==> config.mk <==
export PLATFORM = sky130hd
export DESIGN_NAME = cordic_iter_ctrl_flat
export DESIGN_NICKNAME = d
export VERILOG_FILES = /design/src/rtl/cordic_iter_ctrl_if.sv /design/src/rtl/cordic_iter_ctrl.sv /design/src/flat_wrapper.sv
export SDC_FILE = /design/constraint.sdc
export NUM_CORES = 1
export LEC_CHECK = 0
export BUFFER_PORTS_ARGS = -buffer_cell sky130_fd_sc_hd__buf_4
export CORE_MARGIN = 8
export CORE_UTILIZATION = 45
export DETAILED_ROUTE_END_ITERATION = 10
export GPL_ROUTABILITY_DRIVEN = 0
export PLACE_DENSITY = 0.83
export SLEW_MARGIN = 25
export SYNTH_ARGS = -nofsm -noshare
export SYNTH_HDL_FRONTEND = slang
export SYNTH_SLANG_ARGS = --single-unit
==> constraint.sdc <==
create_clock -name clk -period 5.35 [get_ports clk]
set_input_delay 0.535 -clock clk [delete_from_list [all_inputs] [get_ports clk]]
set_output_delay 0.535 -clock clk [all_outputs]
set_load 0.005 [all_outputs]
==> src/rtl/cordic_iter_ctrl_if.sv <==
// Command, LUT and step-output signals of the CORDIC iteration sequencer.
// The sequencer takes the slave modport; the command/LUT side takes master.
interface cordic_iter_ctrl_if #(
    parameter int p_WIDTH            = 32,
    parameter int p_ANGLE_ADDR_WIDTH = 5
);
    logic                          start;
    logic                          system;
    logic [p_ANGLE_ADDR_WIDTH:0]   iterations;
    logic [p_ANGLE_ADDR_WIDTH-1:0] lutOffset;
    logic                          lutSystem;
    logic [p_WIDTH-1:0]            lutAngle;
    logic [p_WIDTH-1:0]            stepAngle;
    logic [p_ANGLE_ADDR_WIDTH-1:0] stepShift;
    logic                          stepValid;
    logic                          stepLast;
    logic                          busy;
    logic                          done;

    modport master (
        output start, system, iterations, lutAngle,
        input  lutOffset, lutSystem, stepAngle, stepShift,
        input  stepValid, stepLast, busy, done
    );

    modport slave (
        input  start, system, iterations, lutAngle,
        output lutOffset, lutSystem, stepAngle, stepShift,
        output stepValid, stepLast, busy, done
    );
endinterface

==> src/rtl/cordic_iter_ctrl.sv <==
// Walks the CORDIC angle LUT once per clock after a start, one step per iteration; done at N+1.
// Start is only taken in IDLE and never queued. `CORDIC_HYP_REPEAT_EN enables hyperbolic repeats of offsets 4 and 13.
module cordic_iter_ctrl #(
    parameter int p_WIDTH            = 32,
    parameter int p_ANGLE_ADDR_WIDTH = 5
) (
    input  logic                 clk,
    input  logic                 reset,
    cordic_iter_ctrl_if.slave    bus
);
    localparam int AW = p_ANGLE_ADDR_WIDTH;
    localparam logic [AW:0]   MAX_COUNT  = {1'b1, {AW{1'b0}}};
    localparam logic [AW-1:0] MAX_OFFSET = {AW{1'b1}};
    localparam logic [AW:0]   ONE_CNT    = {{AW{1'b0}}, 1'b1};
    localparam logic [AW-1:0] ONE_OFF    = {{(AW-1){1'b0}}, 1'b1};

    typedef enum logic [1:0] {
        S_IDLE,
        S_RUN,
        S_DONE
    } state_t;

    state_t        state;
    logic [AW-1:0] offset;
    logic          sysReg;
    logic [AW:0]   iterCount;
    logic [AW:0]   stepCount;
    logic          stepValidReg;
    logic          stepLastReg;
    logic          busyReg;
    logic          doneReg;

    logic [AW:0]   clampedIter;
    logic [AW-1:0] firstOffset;
    logic [AW-1:0] incOffset;
    logic [AW:0]   lastIndex;
    logic [AW:0]   stepCountNext;
    logic          isLastStep;
    logic          holdOffset;

    assign clampedIter   = (bus.iterations > MAX_COUNT) ? MAX_COUNT : bus.iterations;
    assign firstOffset   = bus.system ? '0 : ONE_OFF;
    // Saturate at the top LUT entry rather than wrapping back to offset 0.
    assign incOffset     = (offset == MAX_OFFSET) ? offset : offset + ONE_OFF;
    assign lastIndex     = iterCount - ONE_CNT;
    assign stepCountNext = stepCount + ONE_CNT;
    assign isLastStep    = (stepCount == lastIndex);

`ifdef CORDIC_HYP_REPEAT_EN
    localparam logic [AW-1:0] REP_A = AW'(4);
    localparam logic [AW-1:0] REP_B = AW'(13);

    // Set while the current offset is the second issue of a repeated entry.
    logic repeated;

    assign holdOffset = !sysReg && !repeated && ((offset == REP_A) || (offset == REP_B));
`else
    assign holdOffset = 1'b0;
`endif

    always_ff @(posedge clk) begin
        if (reset) begin
            state        <= S_IDLE;
            offset       <= '0;
            sysReg       <= 1'b1;
            iterCount    <= '0;
            stepCount    <= '0;
            stepValidReg <= 1'b0;
            stepLastReg  <= 1'b0;
            busyReg      <= 1'b0;
            doneReg      <= 1'b0;
`ifdef CORDIC_HYP_REPEAT_EN
            repeated     <= 1'b0;
`endif
        end else begin
            case (state)
                S_IDLE: begin
                    if (bus.start) begin
                        sysReg    <= bus.system;
                        iterCount <= clampedIter;
                        offset    <= firstOffset;
                        stepCount <= '0;
                        busyReg   <= 1'b1;
`ifdef CORDIC_HYP_REPEAT_EN
                        repeated  <= 1'b0;
`endif
                        if (clampedIter == '0) begin
                            state   <= S_DONE;
                            doneReg <= 1'b1;
                        end else begin
                            state        <= S_RUN;
                            stepValidReg <= 1'b1;
                            stepLastReg  <= (clampedIter == ONE_CNT);
                        end
                    end
                end

                S_RUN: begin
                    if (isLastStep) begin
                        state        <= S_DONE;
                        stepValidReg <= 1'b0;
                        stepLastReg  <= 1'b0;
                        doneReg      <= 1'b1;
                    end else begin
                        stepCount    <= stepCountNext;
                        stepValidReg <= 1'b1;
                        stepLastReg  <= (stepCountNext == lastIndex);
                        if (!holdOffset) begin
                            offset <= incOffset;
                        end
`ifdef CORDIC_HYP_REPEAT_EN
                        repeated <= holdOffset;
`endif
                    end
                end

                S_DONE: begin
                    doneReg <= 1'b0;
                    busyReg <= 1'b0;
                    state   <= S_IDLE;
                end

                default: begin
                    state <= S_IDLE;
                end
            endcase
        end
    end

    assign bus.lutOffset = offset;
    assign bus.lutSystem = sysReg;
    assign bus.stepAngle = bus.lutAngle;
    assign bus.stepShift = offset;
    assign bus.stepValid = stepValidReg;
    assign bus.stepLast  = stepLastReg;
    assign bus.busy      = busyReg;
    assign bus.done      = doneReg;

endmodule

==> src/flat_wrapper.sv <==
// flat-port wrapper written by rule: the top's interface ports become plain ports
module cordic_iter_ctrl_flat 
#(
    parameter int p_WIDTH            = 32,
    parameter int p_ANGLE_ADDR_WIDTH = 5
)
  (clk, reset, bus_start, bus_system, bus_iterations, bus_lutAngle, bus_lutOffset, bus_lutSystem, bus_stepAngle, bus_stepShift, bus_stepValid, bus_stepLast, bus_busy, bus_done);
  cordic_iter_ctrl_if #(.p_WIDTH(p_WIDTH), .p_ANGLE_ADDR_WIDTH(p_ANGLE_ADDR_WIDTH)) bus_i ();
  input  logic clk;
  input  logic reset;
  input wire logic [$bits(bus_i.start)-1:0] bus_start;
  input wire logic [$bits(bus_i.system)-1:0] bus_system;
  input wire logic [$bits(bus_i.iterations)-1:0] bus_iterations;
  input wire logic [$bits(bus_i.lutAngle)-1:0] bus_lutAngle;
  output wire logic [$bits(bus_i.lutOffset)-1:0] bus_lutOffset;
  output wire logic [$bits(bus_i.lutSystem)-1:0] bus_lutSystem;
  output wire logic [$bits(bus_i.stepAngle)-1:0] bus_stepAngle;
  output wire logic [$bits(bus_i.stepShift)-1:0] bus_stepShift;
  output wire logic [$bits(bus_i.stepValid)-1:0] bus_stepValid;
  output wire logic [$bits(bus_i.stepLast)-1:0] bus_stepLast;
  output wire logic [$bits(bus_i.busy)-1:0] bus_busy;
  output wire logic [$bits(bus_i.done)-1:0] bus_done;
  assign bus_i.start = bus_start;
  assign bus_i.system = bus_system;
  assign bus_i.iterations = bus_iterations;
  assign bus_i.lutAngle = bus_lutAngle;
  assign bus_lutOffset = bus_i.lutOffset;
  assign bus_lutSystem = bus_i.lutSystem;
  assign bus_stepAngle = bus_i.stepAngle;
  assign bus_stepShift = bus_i.stepShift;
  assign bus_stepValid = bus_i.stepValid;
  assign bus_stepLast = bus_i.stepLast;
  assign bus_busy = bus_i.busy;
  assign bus_done = bus_i.done;
  cordic_iter_ctrl #(.p_WIDTH(p_WIDTH), .p_ANGLE_ADDR_WIDTH(p_ANGLE_ADDR_WIDTH)) u_core (.clk(clk), .reset(reset), .bus(bus_i));
endmodule
Word-level counts from Yosys, hierarchy flattened. Index checks and enable logic that the tools add are counted.

Output and inout bits: 47. Input port bits: 42. Logic and storage cells: 64. Bits in registers: 24.

Mux-type cells: 27. Reductions and logical operators: 12. Order comparisons: 1. Eq/ne operators: 12. Add/sub/neg operators: 3.

Operators by type and width (count): $mux W6 (3); $mux W5 (3); $eq A6 B6 Y1 (2); $pmux W6 S2 (1); $mux W1 (11); $pmux W5 S2 (1); $ne A2 B2 Y1 const B (4); $reduce_and A4 Y1 (2); $add A6 B1 Y6 const B (1); $eq A6 B1 Y1 const B (1); $gt A6 B6 Y1 const B (1); $logic_not A6 Y1 (1); $mux W2 (3); $pmux W1 S2 (3); $reduce_and A2 Y1 (3); $reduce_and A3 Y1 (2); $sub A6 B1 Y6 const B (1); $add A5 B1 Y5 const B (1); $eq A5 B5 Y1 const B (1); $ne A2 B1 Y1 const B (2); $pmux W2 S2 (1); $reduce_bool A2 Y1 (2); $pmux W1 S3 (1); $reduce_bool A3 Y1 (1); other kinds (3) (3).

Longest topological paths before layout.
Word-level depth: 6. Gate-level depth with buffers: 9. Depth with buffers taken out: 8.

Worst setup path after synthesis. OpenSTA, ideal clock, no wires.

Kind: reg-to-reg. Start: reg u_core.iterCount[0]. End: reg u_core.stepLastReg, in the netlist u_core.bus.stepLast. Data required time: 5276 ps. Setup time: 74 ps. Buffers on the path: 0. Arrival time: 1873 ps. Setup slack: 3403 ps. Cell stages (with the launch flop): 9. Period minus slack after synthesis: 1947 ps. Cells stage by stage: dfxtp_1 -> inv_1 -> ha_1 -> nor3b_2 -> xnor3_1 -> nand4b_1 -> o21ai_2 -> or4_1 -> a31oi_1.

Longest elaborated chain between the ends: 4. Elaborated cells between the ends (all ways): 5. Those cells by class: add/sub: 1; eq/ne: 2; mux: 2.

RTL lines: start: declaration (RTL line cordic_iter_ctrl.sv:26) `logic [AW:0] iterCount;`; start signal: assignment (RTL line cordic_iter_ctrl.sv:80) `iterCount <= clampedIter;`; $sub A6 B1 Y6 * (RTL line cordic_iter_ctrl.sv:45) `assign lastIndex = iterCount - ONE_CNT;`; $eq A6 B6 Y1, on equally long branches (RTL line cordic_iter_ctrl.sv:107, cordic_iter_ctrl.sv:47); $mux W1 * (RTL line cordic_iter_ctrl.sv:99) `if (isLastStep) begin`; $pmux W1 S2 * (RTL line cordic_iter_ctrl.sv:76) `case (state)`; end signal: assignment (RTL line cordic_iter_ctrl.sv:93) `stepLastReg <= (clampedIter == ONE_CNT);`; end signal: assignment (RTL line cordic_iter_ctrl.sv:107) `stepLastReg <= (stepCountNext == lastIndex);`; end: declaration (RTL line cordic_iter_ctrl.sv:29) `logic stepLastReg;`.

Every way passes the cells marked *; elsewhere a longest branch is shown, timed or not. A chain may end at the register's enable or synchronous reset.

Worst setup path after layout. Ends and elaborated chain as after synthesis.

==> flow_results.org <==
** Finish
- The filler cells instantiated in the layout total 357.
- Area of combinational cells with multiple inputs :: 838 sq um
- The top cell types in the final layout, fill and taps aside, are sky130_fd_sc_hd__buf_4, sky130_fd_sc_hd__dfxtp_1, sky130_fd_sc_hd__nand2_1.
- Registers take 480 sq um.
- Fin area :: 1630 sq um
- The count of cells in the finished layout, fillers not included, comes to 225.
- At the end of the flow, the number of nets in the layout was 224.
- 0 antenna diodes ended up in the layout.
- Final core area utilization :: 45.6%
- Growth of design area from synthesis to finish :: -0.762%
- Proportion of layout cells with a drive suffix above 1 :: 20.3%

** Critical path
- Critical Path Slowest Stage Cell :: sky130_fd_sc_hd__or4_1
- In this run the critical register-to-register path is captured at u_core.bus.stepLast.
- CP Launch Type :: flip-flop
- Traced cell by cell, the critical path runs through inv_1 > ha_1 > nor3b_2 > xnor3_1 > nand4b_1 > o21ai_2 > or4_1 > a31oi_1.
- The worst setup path is captured at a flip-flop.
- Data on the critical path is required at its endpoint by 5.61 ns.
- The worst register-to-register path begins at u_core.iterCount[0].
- Measured in cells, the most critical reg-to-reg path has a length of 8.
- The critical path is of the flip-flop to flip-flop type.
- The largest single stage delay on the critical path is 0.58 ns.
- Data on the critical path arrives at its endpoint at 2.51 ns.
- Max FO, Critical Path :: 16
- Setup slack on the worst reg-to-reg path comes out at 3.10 ns.

** Detailed routing
- Count of unresolved DRC violations after routing :: 0
- The final layout contains routed wiring with a total length of 3.22 mm.
- Total via count after detailed routing :: 1217
- The first routing iteration left 41 violations.
- In this run the remaining antenna-violating nets after routing total 0.
- Via count normalized by instance count :: 5.41
- Router iterations before antenna repair :: 4
- Routed length per instance :: 14.3 um

** Synthesis
- Post-synth cell types :: 44
- The mapped netlist covers 1640 sq um.
- The portion of synthesized area spent on multiplexers is 0%.
- Post-synthesis sequential element count :: 24
- The most used flip-flop cell after synthesis is sky130_fd_sc_hd__dfxtp_1.
- Area share of and/or/nand/nor cells after synthesis :: 23.1%
- For this run, the number of Yosys warnings is 0.
- Fraction of registers with async set/reset :: 0%
- After technology mapping, the gate count stands at 193.
- Post-Synthesis Net Count :: 239
- In this run the mean area of a mapped cell was 8.51 sq um.
- After synthesis, the largest family of logic cells by area is simple AND/OR/NAND/NOR gates.
- Of the total synthesized cell area, the portion taken by full adders, half adders and majority gates is 3.05%.
- Counting flops with a built-in enable in the synthesized netlist gives 0.
- After Yosys synthesis, XOR and XNOR cells account for 10.9% of the synthesized area.
- The synthesized netlist devotes 14.0% of its cell area to compound gates.
- Of the synthesized area, sequential elements account for 29.2%.

** Clocking
- Post-CTS repair timing setup buffer count :: 0
- Post_cts resized :: 0
- In this run the number of H-tree levels came out at 1.
- Clk slew on worst S/H paths :: 0.14 ns
- TritonCTS built the clock tree.
- The clock passes through at most 2 buffers.
- Number of hold buffers added after cts :: 0
- For this design, the sink count on the clock tree is 24.
- CTS Root Buffer Type :: sky130_fd_sc_hd__clkbuf_4
- Clock insertion delay at the later pin of the skew report :: 0.32 ns
- In this run, CTS created clock tree buffers numbering 3.

** Floorplan
- Chip Height :: 76.4 um
- Initial Utilization :: 45.9%
- Area of the die :: 5840 sq um
- Placeable Area :: 3580 sq um
- During I/O placement, the number of pins put on the boundary was 89.
- Number of standard-cell rows in the floorplan :: 22
- Die W :: 76.4 um

** Placement
- Placed cell count :: 221
- PortBufs :: 24
- Half-perimeter wire length after placement :: 2.43 mm
- Prior to clock tree synthesis, the placed netlist has a worst setup slack of 3.10 ns.
- Total placed instance area :: 1580 sq um

** Status
- Outcome :: finished, final reports clean

** STA
- Setup repair after global routing left no endpoint under its margin.
- The worst path uses 42.0% of the clock period.
- In the final timing run, aggregate negative setup slack is 0 ns.
- Minimum period implied by the final worst setup slack :: 2.25 ns
- Slew at the pin closest to its max-slew limit :: 0.559 ns
- Final worst setup slack :: 3.10 ns
- Setup violations remaining at the end of the flow were counted as 0.
- Worst hold slack :: 0.427 ns
- The number of hold-slack violations in the final timing report is 0.
- Setup clock skew after layout :: 0.00442 ns
- Fmax :: 445 MHz
- The number of max-slew violations in the final report was 0.
- Relative slew slack :: 62.6%

** Worst hold path
- The worst hold path belongs to the class input port to flip-flop.
- Worst Hold Path EP :: u_core.bus.lutSystem
- Hold Path Stages :: 3
- Startpoint of the tightest hold check path :: bus_system

** GRT
- The first global-routing pass estimated 5.39 mm of wire.
- After global routing the overflow that remains totals 0.
- Number of antenna violations at the first check in global routing :: 0
- In the global route stage, overall resource usage came out at 10.7%.
- Entering global routing, the biggest net connects 22 pins.
- Number of global-route vias before repair :: 1174

** Flow run
- Max-cap violations in this run came to 0.

** Pwr
- Static leakage power :: 0.624 nW
- Across the VDD grid, the largest voltage drop is 0.000157 V.
- Power per unit of standard cell area :: 246 nW/um^2
- Overall power :: 0.400 mW
[registers in the layout (all words and copies together) (netlist names)]
register              count
u_core.bus.busy           1
u_core.bus.done           1
u_core.bus.lutOffset      5
u_core.bus.lutSystem      1
u_core.bus.stepLast       1
u_core.bus.stepValid      1
u_core.iterCount          6
u_core.state              2
u_core.stepCount          6
[cell families after synthesis]
family                     count (synthesis)
buffers and inverters                     49
xor gates and xnor gates                  17
AOI/OAI and AO/OA                         35
adders and majority gates                  4
and+or+nand+nor                           64
DFF                                       24
[layout make-up]
cell class / instances / area share [%]
multi-input combinational: 120 / 51.4
inverter: 5 / 1.15
tap: 48 / 3.68
clock buffer: 3 / 1.38
sequential: 24 / 29.5
clock inverter: 1 / 1.84
timing repair buffer: 24 / 11.1
[worst max path at each step]
stage                        startpoint                 endpoint  cells past startpoint
floorplan           u_core.iterCount[0]      u_core.bus.stepLast                      8
global placement    u_core.iterCount[0]      u_core.bus.stepLast                      8
finish              u_core.iterCount[0]      u_core.bus.stepLast                      8
CTS                 u_core.iterCount[0]      u_core.bus.stepLast                      8
detailed placement  u_core.iterCount[0]  u_core.bus.lutOffset[4]                      8
global route        u_core.iterCount[0]  u_core.bus.lutOffset[4]                      8
[synth_stat cells (2+ instances only)]
cell                        n  share of area [%]
sky130_fd_sc_hd__nor3_1     5                1.5
sky130_fd_sc_hd__xnor2_1   11                5.9
sky130_fd_sc_hd__a31o_1     2                1.1
sky130_fd_sc_hd__nor2b_1    2               0.76
sky130_fd_sc_hd__clkbuf_1   6                1.4
sky130_fd_sc_hd__nand3b_1   7                3.2
sky130_fd_sc_hd__or3_1      3                1.1
sky130_fd_sc_hd__xor2_1     4                2.1
sky130_fd_sc_hd__or4_1      2               0.91
sky130_fd_sc_hd__nor2_1     7                1.6
sky130_fd_sc_hd__o21ai_0    4                1.2
sky130_fd_sc_hd__inv_1      5                1.1
sky130_fd_sc_hd__a32o_1     2                1.2
sky130_fd_sc_hd__ha_1       4                3.0
sky130_fd_sc_hd__nand4b_1   3                1.6
sky130_fd_sc_hd__or2_2      2               0.76
sky130_fd_sc_hd__buf_4     37                 17
sky130_fd_sc_hd__a21oi_1   14                4.3
sky130_fd_sc_hd__nand3_1    6                1.8
sky130_fd_sc_hd__and3_1     2               0.76
sky130_fd_sc_hd__nand2_1   16                3.7
sky130_fd_sc_hd__dfxtp_1   24                 29
sky130_fd_sc_hd__a31oi_1    4                1.5
[layer usage]
metal / share of wire (%) / up-vias / track usage (%)
li1: - / 601 / -
met1: 46 / 582 / 13.1
met2: 48 / 30 / 17.0
met3: 5.0 / 4 / 2.12
met4: 1.4 / 0 / 6.15
met5: 0 / - / 0
[where the power goes]
part	switching, mW	total (mW)	internal, mW
clock network	0.0579	0.134	0.0757
registers	0.00786	0.194	0.186
logic	0.0371	0.0729	0.0358
total	0.103	0.400	0.298
[worst max-delay path: cells and delay by family (launching register included)]
family / cells / cell delay (ns)
adders and majority gates: 1 / 0.17
xor gates and xnor gates: 1 / 0.26
AOI/OAI and AO/OA: 2 / 0.36
and+or+nand+nor: 3 / 0.97
buffers and inverters: 1 / 0.07
DFF: 1 / 0.37
(Power assumes the default switching activity.)
